[src/rtl/dcache_ctrl.sv]
// dcache_ctrl: direct-mapped, write-back, write-allocate L1 data cache
// controller between the CPU MEM stage and off-chip data memory.
// 4-word (128-bit) lines; 2^INDEX_BITS lines; hits complete with no added latency.
// Optional build macro DCACHE_STATS_EN adds hit/miss counters.
//
// Ports:
//   clk_i, rst_i             clock, synchronous active-high reset
//   cpu_req_i, cpu_we_i      MEM-stage access valid, 1 = store
//   cpu_addr_i, cpu_data_i   byte address, store data
//   cpu_data_o               load data (0 unless a load hits in IDLE)
//   cpu_stall_o              freeze PC and pipeline registers
//   mem_req_o, mem_we_o      memory request, 1 = line write-back
//   mem_addr_o, mem_data_o   line-aligned address, write-back line
//   mem_data_i, mem_ack_i    refill line, one-cycle completion pulse
//   hit_cnt_o, miss_cnt_o    (DCACHE_STATS_EN only) access statistics
module dcache_ctrl #(
  parameter int unsigned INDEX_BITS = 4
) (
  input  logic         clk_i,
  input  logic         rst_i,
  input  logic         cpu_req_i,
  input  logic         cpu_we_i,
  input  logic [31:0]  cpu_addr_i,
  input  logic [31:0]  cpu_data_i,
  output logic [31:0]  cpu_data_o,
  output logic         cpu_stall_o,
  output logic         mem_req_o,
  output logic         mem_we_o,
  output logic [31:0]  mem_addr_o,
  output logic [127:0] mem_data_o,
  input  logic [127:0] mem_data_i,
`ifdef DCACHE_STATS_EN
  input  logic         mem_ack_i,
  output logic [31:0]  hit_cnt_o,
  output logic [31:0]  miss_cnt_o
`else
  input  logic         mem_ack_i
`endif
);

  localparam int unsigned LINES = 1 << INDEX_BITS;
  localparam int unsigned TAG_W = 28 - INDEX_BITS;

  typedef enum logic [1:0] {IDLE, WRITEBACK, ALLOCATE} state_t;

  state_t state, state_nxt;

  logic [LINES-1:0] valid, dirty;
  logic [TAG_W-1:0] tags  [LINES];
  logic [127:0]     lines [LINES];

  logic [1:0]            word;
  logic [INDEX_BITS-1:0] idx;
  logic [TAG_W-1:0]      req_tag;
  logic                  hit, wr_hit, fill, miss_start;
  logic                  unused_byte_sel;

  assign word            = cpu_addr_i[3:2];
  assign idx             = cpu_addr_i[3+INDEX_BITS:4];
  assign req_tag         = cpu_addr_i[31:4+INDEX_BITS];
  assign unused_byte_sel = ^cpu_addr_i[1:0];
  assign hit             = cpu_req_i & valid[idx] & (tags[idx] == req_tag);

  always_comb begin
    state_nxt   = state;
    cpu_data_o  = '0;
    cpu_stall_o = 1'b0;
    mem_req_o   = 1'b0;
    mem_we_o    = 1'b0;
    mem_addr_o  = '0;
    mem_data_o  = '0;
    wr_hit      = 1'b0;
    fill        = 1'b0;
    miss_start  = 1'b0;
    case (state)
      IDLE: begin
        if (cpu_req_i) begin
          if (hit) begin
            wr_hit = cpu_we_i;
            if (!cpu_we_i) cpu_data_o = lines[idx][{word, 5'b0} +: 32];
          end else begin
            cpu_stall_o = 1'b1;
            miss_start  = 1'b1;
            state_nxt   = (valid[idx] & dirty[idx]) ? WRITEBACK : ALLOCATE;
          end
        end
      end
      WRITEBACK: begin
        cpu_stall_o = 1'b1;
        mem_req_o   = 1'b1;
        mem_we_o    = 1'b1;
        mem_addr_o  = {tags[idx], idx, 4'b0};
        mem_data_o  = lines[idx];
        if (mem_ack_i) state_nxt = ALLOCATE;
      end
      ALLOCATE: begin
        cpu_stall_o = 1'b1;
        mem_req_o   = 1'b1;
        mem_addr_o  = {req_tag, idx, 4'b0};
        if (mem_ack_i) begin
          fill      = 1'b1;
          state_nxt = IDLE;
        end
      end
      default: state_nxt = IDLE;
    endcase
  end

  always_ff @(posedge clk_i) begin
    if (rst_i) begin
      state <= IDLE;
      valid <= '0;
      dirty <= '0;
    end else begin
      state <= state_nxt;
      if (fill) begin
        valid[idx] <= 1'b1;
        dirty[idx] <= 1'b0;
      end
      if (wr_hit) dirty[idx] <= 1'b1;
    end
  end

  // Tag/data arrays carry no reset: a cleared valid bit masks stale contents.
  always_ff @(posedge clk_i) begin
    if (!rst_i) begin
      if (fill) begin
        tags[idx]  <= req_tag;
        lines[idx] <= mem_data_i;
      end else if (wr_hit) begin
        lines[idx][{word, 5'b0} +: 32] <= cpu_data_i;
      end
    end
  end

`ifdef DCACHE_STATS_EN
  // The access after a refill replays as a hit; it was already counted as a miss.
  logic replay;

  always_ff @(posedge clk_i) begin
    if (rst_i) begin
      replay     <= 1'b0;
      hit_cnt_o  <= '0;
      miss_cnt_o <= '0;
    end else begin
      replay <= fill;
      if (miss_start) miss_cnt_o <= miss_cnt_o + 32'd1;
      if ((state == IDLE) && hit && !replay) hit_cnt_o <= hit_cnt_o + 32'd1;
    end
  end
`endif

endmodule

[config.mk]
export PLATFORM = sky130hd
export DESIGN_NAME = dcache_ctrl
export DESIGN_NICKNAME = d
export VERILOG_FILES = /design/src/rtl/dcache_ctrl.sv
export SDC_FILE = /design/constraint.sdc
export NUM_CORES = 2
export LEC_CHECK = 0
export CAP_MARGIN = 20
export CELL_PAD_IN_SITES_DETAIL_PLACEMENT = 1
export CELL_PAD_IN_SITES_GLOBAL_PLACEMENT = 1
export CORE_UTILIZATION = 54
export DETAILED_ROUTE_END_ITERATION = 8
export GPL_ROUTABILITY_DRIVEN = 0
export PLACE_DENSITY_LB_ADDON = 0.1
export SLEW_MARGIN = 20
export SYNTH_ARGS = -nofsm -noshare
export SYNTH_HDL_FRONTEND = slang
export SYNTH_SLANG_ARGS = --single-unit
[constraint.sdc]
create_clock -name clk_i -period 6.75 [get_ports clk_i]
set_input_delay 1.0125 -clock clk_i [delete_from_list [all_inputs] [get_ports clk_i]]
set_output_delay 1.0125 -clock clk_i [all_outputs]
set_load 0.01 [all_outputs]
# [After elaboration in Yosys (flattened, before gate mapping)]
# Memories as Yosys holds them, arrays and structs flattened.
# Index checks and enable logic that the tools add are counted.
# Widths: inputs -> output; s select.
[totals] register_bits=34 latch_bits=0 mem_bits_rw=2432 mem_bits_ro=0 word_cells=323 mem_count=2
[classes] add_sub_neg=1 multipliers=0 div_mod_pow=0 magnitude_cmp=2 eq_ne=7 n_shift=3 muxes=166 bitwise_logic=135 reduce_logical=4
[mem_list] name="lines" depth=16 width=128 read_ports=1 rd_clocked_by_memory_dff=0 wr=1 line="50" text="logic [127:0] lines [LINES];"
[mem_list] name="tags" depth=16 width=24 read_ports=1 rd_clocked_by_memory_dff=0 wr=1 line="49" text="logic [TAG_W-1:0] tags [LINES];"
[ops] cell="$mux 128" n=2
[ops] cell="$mux 1" n=146
[ops] cell="$mux 32" n=4
[ops] cell="$or 1x1->1" n=128
[ops] cell="$shift 32x9->128 const A" n=1
[ops] cell="$shiftx 128x8->32" n=1
[ops] cell="$shiftx 32x9->128" n=1
[ops] cell="$pmux 32 s2" n=1
[ops] cell="$mux 16" n=3
[ops] cell="$or 16x16->16" n=2
[ops] cell="$eq 24x24->1" n=1
[ops] cell="$and 16x16->16" n=1
[ops] cell="$not 16->16" n=1
[ops] cell="$mux 2" n=5
[ops] cell="$neg 7->9" n=1
[ops] cell="$bmux 1 s4" n=2
[ops] cell="$ne 2x2->1 const B" n=4
[ops] cell="$pmux 2 s3" n=1
[ops] cell="$lt 4x5->1 const B" n=1
[ops] cell="$demux 1 s4" n=1
[ops] cell="$ge 4x1->1 const B" n=1
[ops] cell="$reduce_and 4->1" n=1
[ops] cell="$and 1x1->1" n=3
[ops] cell="$eq 2x1->1 const B" n=1
[ops] cell="5 further kinds" n=5

# [Longest topological paths before layout]
[logic_depth] word_depth=12 ltp_mapped=15

# [Worst setup path after synthesis]
# No wires, ideal clock.
[synth_path] kind="input port to flip-flop" from="input cpu_addr_i[6]" to="memory lines[13][100], enable pin" setup_time_ns=0.421 t_arrival_ns=4.993 required_ns=6.329 path_slack_ns=1.336 stages=14 n_path_buf=5 path_cell_list="clkbuf_2 buf_4 buf_2 mux2_2 o22ai_1 nor3_1 a2111oi_1 a32oi_1 nand4b_2 and4bb_1 buf_4 a21oi_2 buf_2 nor2_1"
[synth_via] elab_chain_cells=12 word_cells_on_any_way=14
[synth_lines] element="start: declaration" line="23" text="input logic [31:0] cpu_addr_i,"
[synth_lines] element="parallel branches: the longest is 12 deep, another holds $mem_v2 16x24"
[synth_lines] element="end: declaration" line="50"
# Parallel ways; which one is timed is not known. The select of a mux whose other input is x is not followed.

# [Final worst setup path]
[layout_path] from="input cpu_addr_i[4]" to="output cpu_data_o[11]"
[layout_via] elab_chain_cells=7 word_cells_on_any_way=12
[layout_lines] element="parallel branches: the longest is 4 deep, another holds $mem_v2 16x128"
[layout_lines] element="$mux 32 *" line="78" text="if (hit) begin"
[layout_lines] element="$mux 32 *" line="77" text="if (cpu_req_i) begin"
[layout_lines] element="$mux 32 *" line="75" text="case (state)"
[layout_lines] element="end: declaration" line="25" text="output logic [31:0] cpu_data_o,"
# Every way passes the cells marked *. The select of a mux whose other input is x is not followed.

==> qor.txt <==
Setup crit end kind = output port
status = completed
core footprint = 183000 sq um
Final HPWL DP = 182 mm
global-route wire length before repair = 413 mm
post-synth top area share = 0.730
Setup TNS = 0 ps
CTS resizes = 0
Mapped Area = 100000 sq um
peak supply drop = 0.000219 V
cell taking the most area after synthesis = edfxtp_1
Top-Level Pins = 392
asr flop ratio synth = 0
Max Slew Vio Count = 0
I/O Buffers = 385
cts hold-fix bufs = 0
Data arrival, critical path = 5450 ps
initial antenna violation count = 37
DRC violations left = 0
grt total ovfl = 0
vias in the first global route = 54369
WL/cell = 36.8 um
Avg Vias per Cell = 6.47
NumNets Final = 5639
total power = 33400 uW
DIE WIDTH = 432 um
clk slew on worst S/H paths = 60 ps
drt pass-1 iters = 6
Post-synth EDFFs = 2432
CTS max path bufs = 4
max_slew headroom = 0.232
combinational power share = 0.064
most frequent cells after synthesis = edfxtp_1, mux4_2, nand2_1
Syn-to-layout area delta = 17.6%
Hold Path Class = flip-flop to flip-flop
fin crit share = 0.957
# fillers = 14960
Hold WS = 470 ps
Detailed Route Iter0 Violations = 6332
Worst Tran Pin Value = 1150 ps
Skew-Pair Late Insertion Delay = 940 ps
# setup viols final = 0
Clock Root Buffer = clkbuf_16
Warnings, synthesis = 0
total clock buffers created by CTS = 274
Tmin final = 6460 ps
NetSw = 7180 uW
Routed WL = 298 mm
CP Class = input port to output port
TritonCTS clock tree = yes
largest net degree at the start of global routing = 119
starting density of the core = 0.545
dominant cell by count in the synthesized netlist = edfxtp_1
routed via count = 52409
Die H = 432 um
Crit Path Max Fanout = 52
Seq pwr share = 0.505
share of layout cells above drive strength 1 = 0.289
Critical Path Start Type = input port
Fin. Hold Viols = 0
Tot GR Track Use = 0.322
clock sink total = 2466
Critical Path RT = 5740 ps
Clock power frac = 0.431
register area share after synthesis = 0.737
Power Dens Cells = 284 nW/um^2
unrepaired setup endpoints after global routing = false
Yosys cell types = 87
Die ar. = 187000 sq um
FP Rows = 157
synth top area cells = edfxtp_1, mux4_2, mux2i_1, and2_1, nand2_1
reported max-cap violation count = 0
LEAKAGE = 0.0375 uW
syn avg cell area = 21.2 sq um
commonest register cell after synthesis = edfxtp_1
internal power = 26200 uW
Routed Antenna Nets = 0
Max Freq = 155 MHz
postcts setup bufs = 0
sw frac = 0.215
Cells after Synth = 4715
Synth Register Bits = 2466
Layout Skew = 58.6 ps
H-tree levels = 5
-- worst paths after layout --
path / cells past startpoint / start / endpoint / slack, ps
worst max-delay path: 14 / cpu_addr_i[4] / cpu_data_o[11] / 290
worst min-delay path: 2 / valid[11] / valid[11] / 470
worst max register to register: 12 / tags[6][11] / lines[9][114] / 1790
worst min register to register: 2 / valid[11] / valid[11] / 470
-- power groups by stage --
stage,sequential (uW),clock (uW),combinational [uW]
2_1_floorplan,17200,0,1110
3_3_place_gp,17200,0,2070
3_5_place_dp,17200,0,2110
4_1_cts,16900,14500,2120
5_1_grt,16900,15000,2210
6_report,16900,14400,2140
-- cells by family (layout without fill, tap and decap cells) --
family	Yosys count	count (layout)	synth area share
DFF	2466	2466	0.737
buffers and inverters	427	1327	0.0217
and+or+nand+nor	631	631	0.0334
muxes	973	973	0.192
adders and majority gates	9	9	0.00113
other	1	19	0.0000375
AOI/OAI and AO/OA	192	192	0.0133
xor gates and xnor gates	16	16	0.00148
-- layout make-up --
type | instances | area, sq um | area share
Clock inverter | 123 | 1180 | 0.0100
Antenna cell | 15 | 37.5 | 0.000319
Clock buffer | 338 | 7290 | 0.0619
Sequential cell | 2466 | 73700 | 0.627
Timing Repair Buffer | 715 | 6930 | 0.0589
Tap cell | 2464 | 3080 | 0.0262
Multi-Input combinational cell | 1825 | 24900 | 0.211
Inverter | 151 | 574 | 0.00488
-- state kept, by name, summed over array words and instances (netlist names) --
signal  count
valid      16
dirty      16
lines    2048
tags      384
state       2
-- through the flow --
stage          cell area (sq um)  setup slack [ps]  utilization  std cells
5_1_grt                   118000              58.9        0.641       8087
2_1_floorplan             100000              1340            -       4718
3_5_place_dp              109000               284        0.594       7617
6_report                  118000               290        0.641       8097
3_3_place_gp              109000               331        0.594       7617
4_1_cts                   117000               283        0.640       8078
-- routing by layer --
metal / vias to the layer above / track usage / routed length [um]
met5: - / 0 / 137
met4: 20 / 0.153 / 15200
met3: 511 / 0.0595 / 24600
met2: 2615 / 0.519 / 146000
met1: 28340 / 0.429 / 112000
li1: 20923 / - / -
-- placed cells by master (no fill, tap or decap), types with 12 or more instances in the layout --
| cell type | synthesis | layout |
|---|---|---|
| mux2i_1 | 190 | 175 |
| diode_2 | 0 | 15 |
| o21ai_0 | 29 | 29 |
| o22ai_1 | 12 | 12 |
| mux2i_2 | 0 | 15 |
| clkbuf_16 | 0 | 283 |
| buf_4 | 23 | 284 |
| dfxtp_1 | 34 | 34 |
| nand2_1 | 203 | 203 |
| and2_1 | 135 | 135 |
| mux4_1 | 14 | 14 |
| nor2_1 | 143 | 68 |
| nand3_1 | 23 | 23 |
| bufinv_16 | 0 | 23 |
| nor3_1 | 21 | 15 |
| clkinv_2 | 0 | 37 |
| buf_12 | 14 | 42 |
| edfxtp_1 | 2432 | 2432 |
| a21oi_1 | 49 | 48 |
| a22oi_1 | 25 | 25 |
| mux2_2 | 34 | 34 |
| clkbuf_1 | 115 | 55 |
| nor2_4 | 0 | 71 |
| clkinv_1 | 2 | 50 |
| mux4_2 | 734 | 734 |
| inv_1 | 148 | 147 |
| nor2b_4 | 30 | 30 |
| clkdlybuf4s50_1 | 0 | 380 |
-- worst max-delay path: stages --
cell and delay (ps):
buf_8 460, buf_4 320, mux4_2 520, a221oi_1 280, a21oi_1 70, o22ai_1 330, o2111ai_1 180, nor4_1 330
nand4b_1 140, buf_4 190, or3_4 530, buf_12 290, nor2b_4 120, clkdlybuf4s50_1 550
Note: power is estimated with default switching activity, not from simulation.
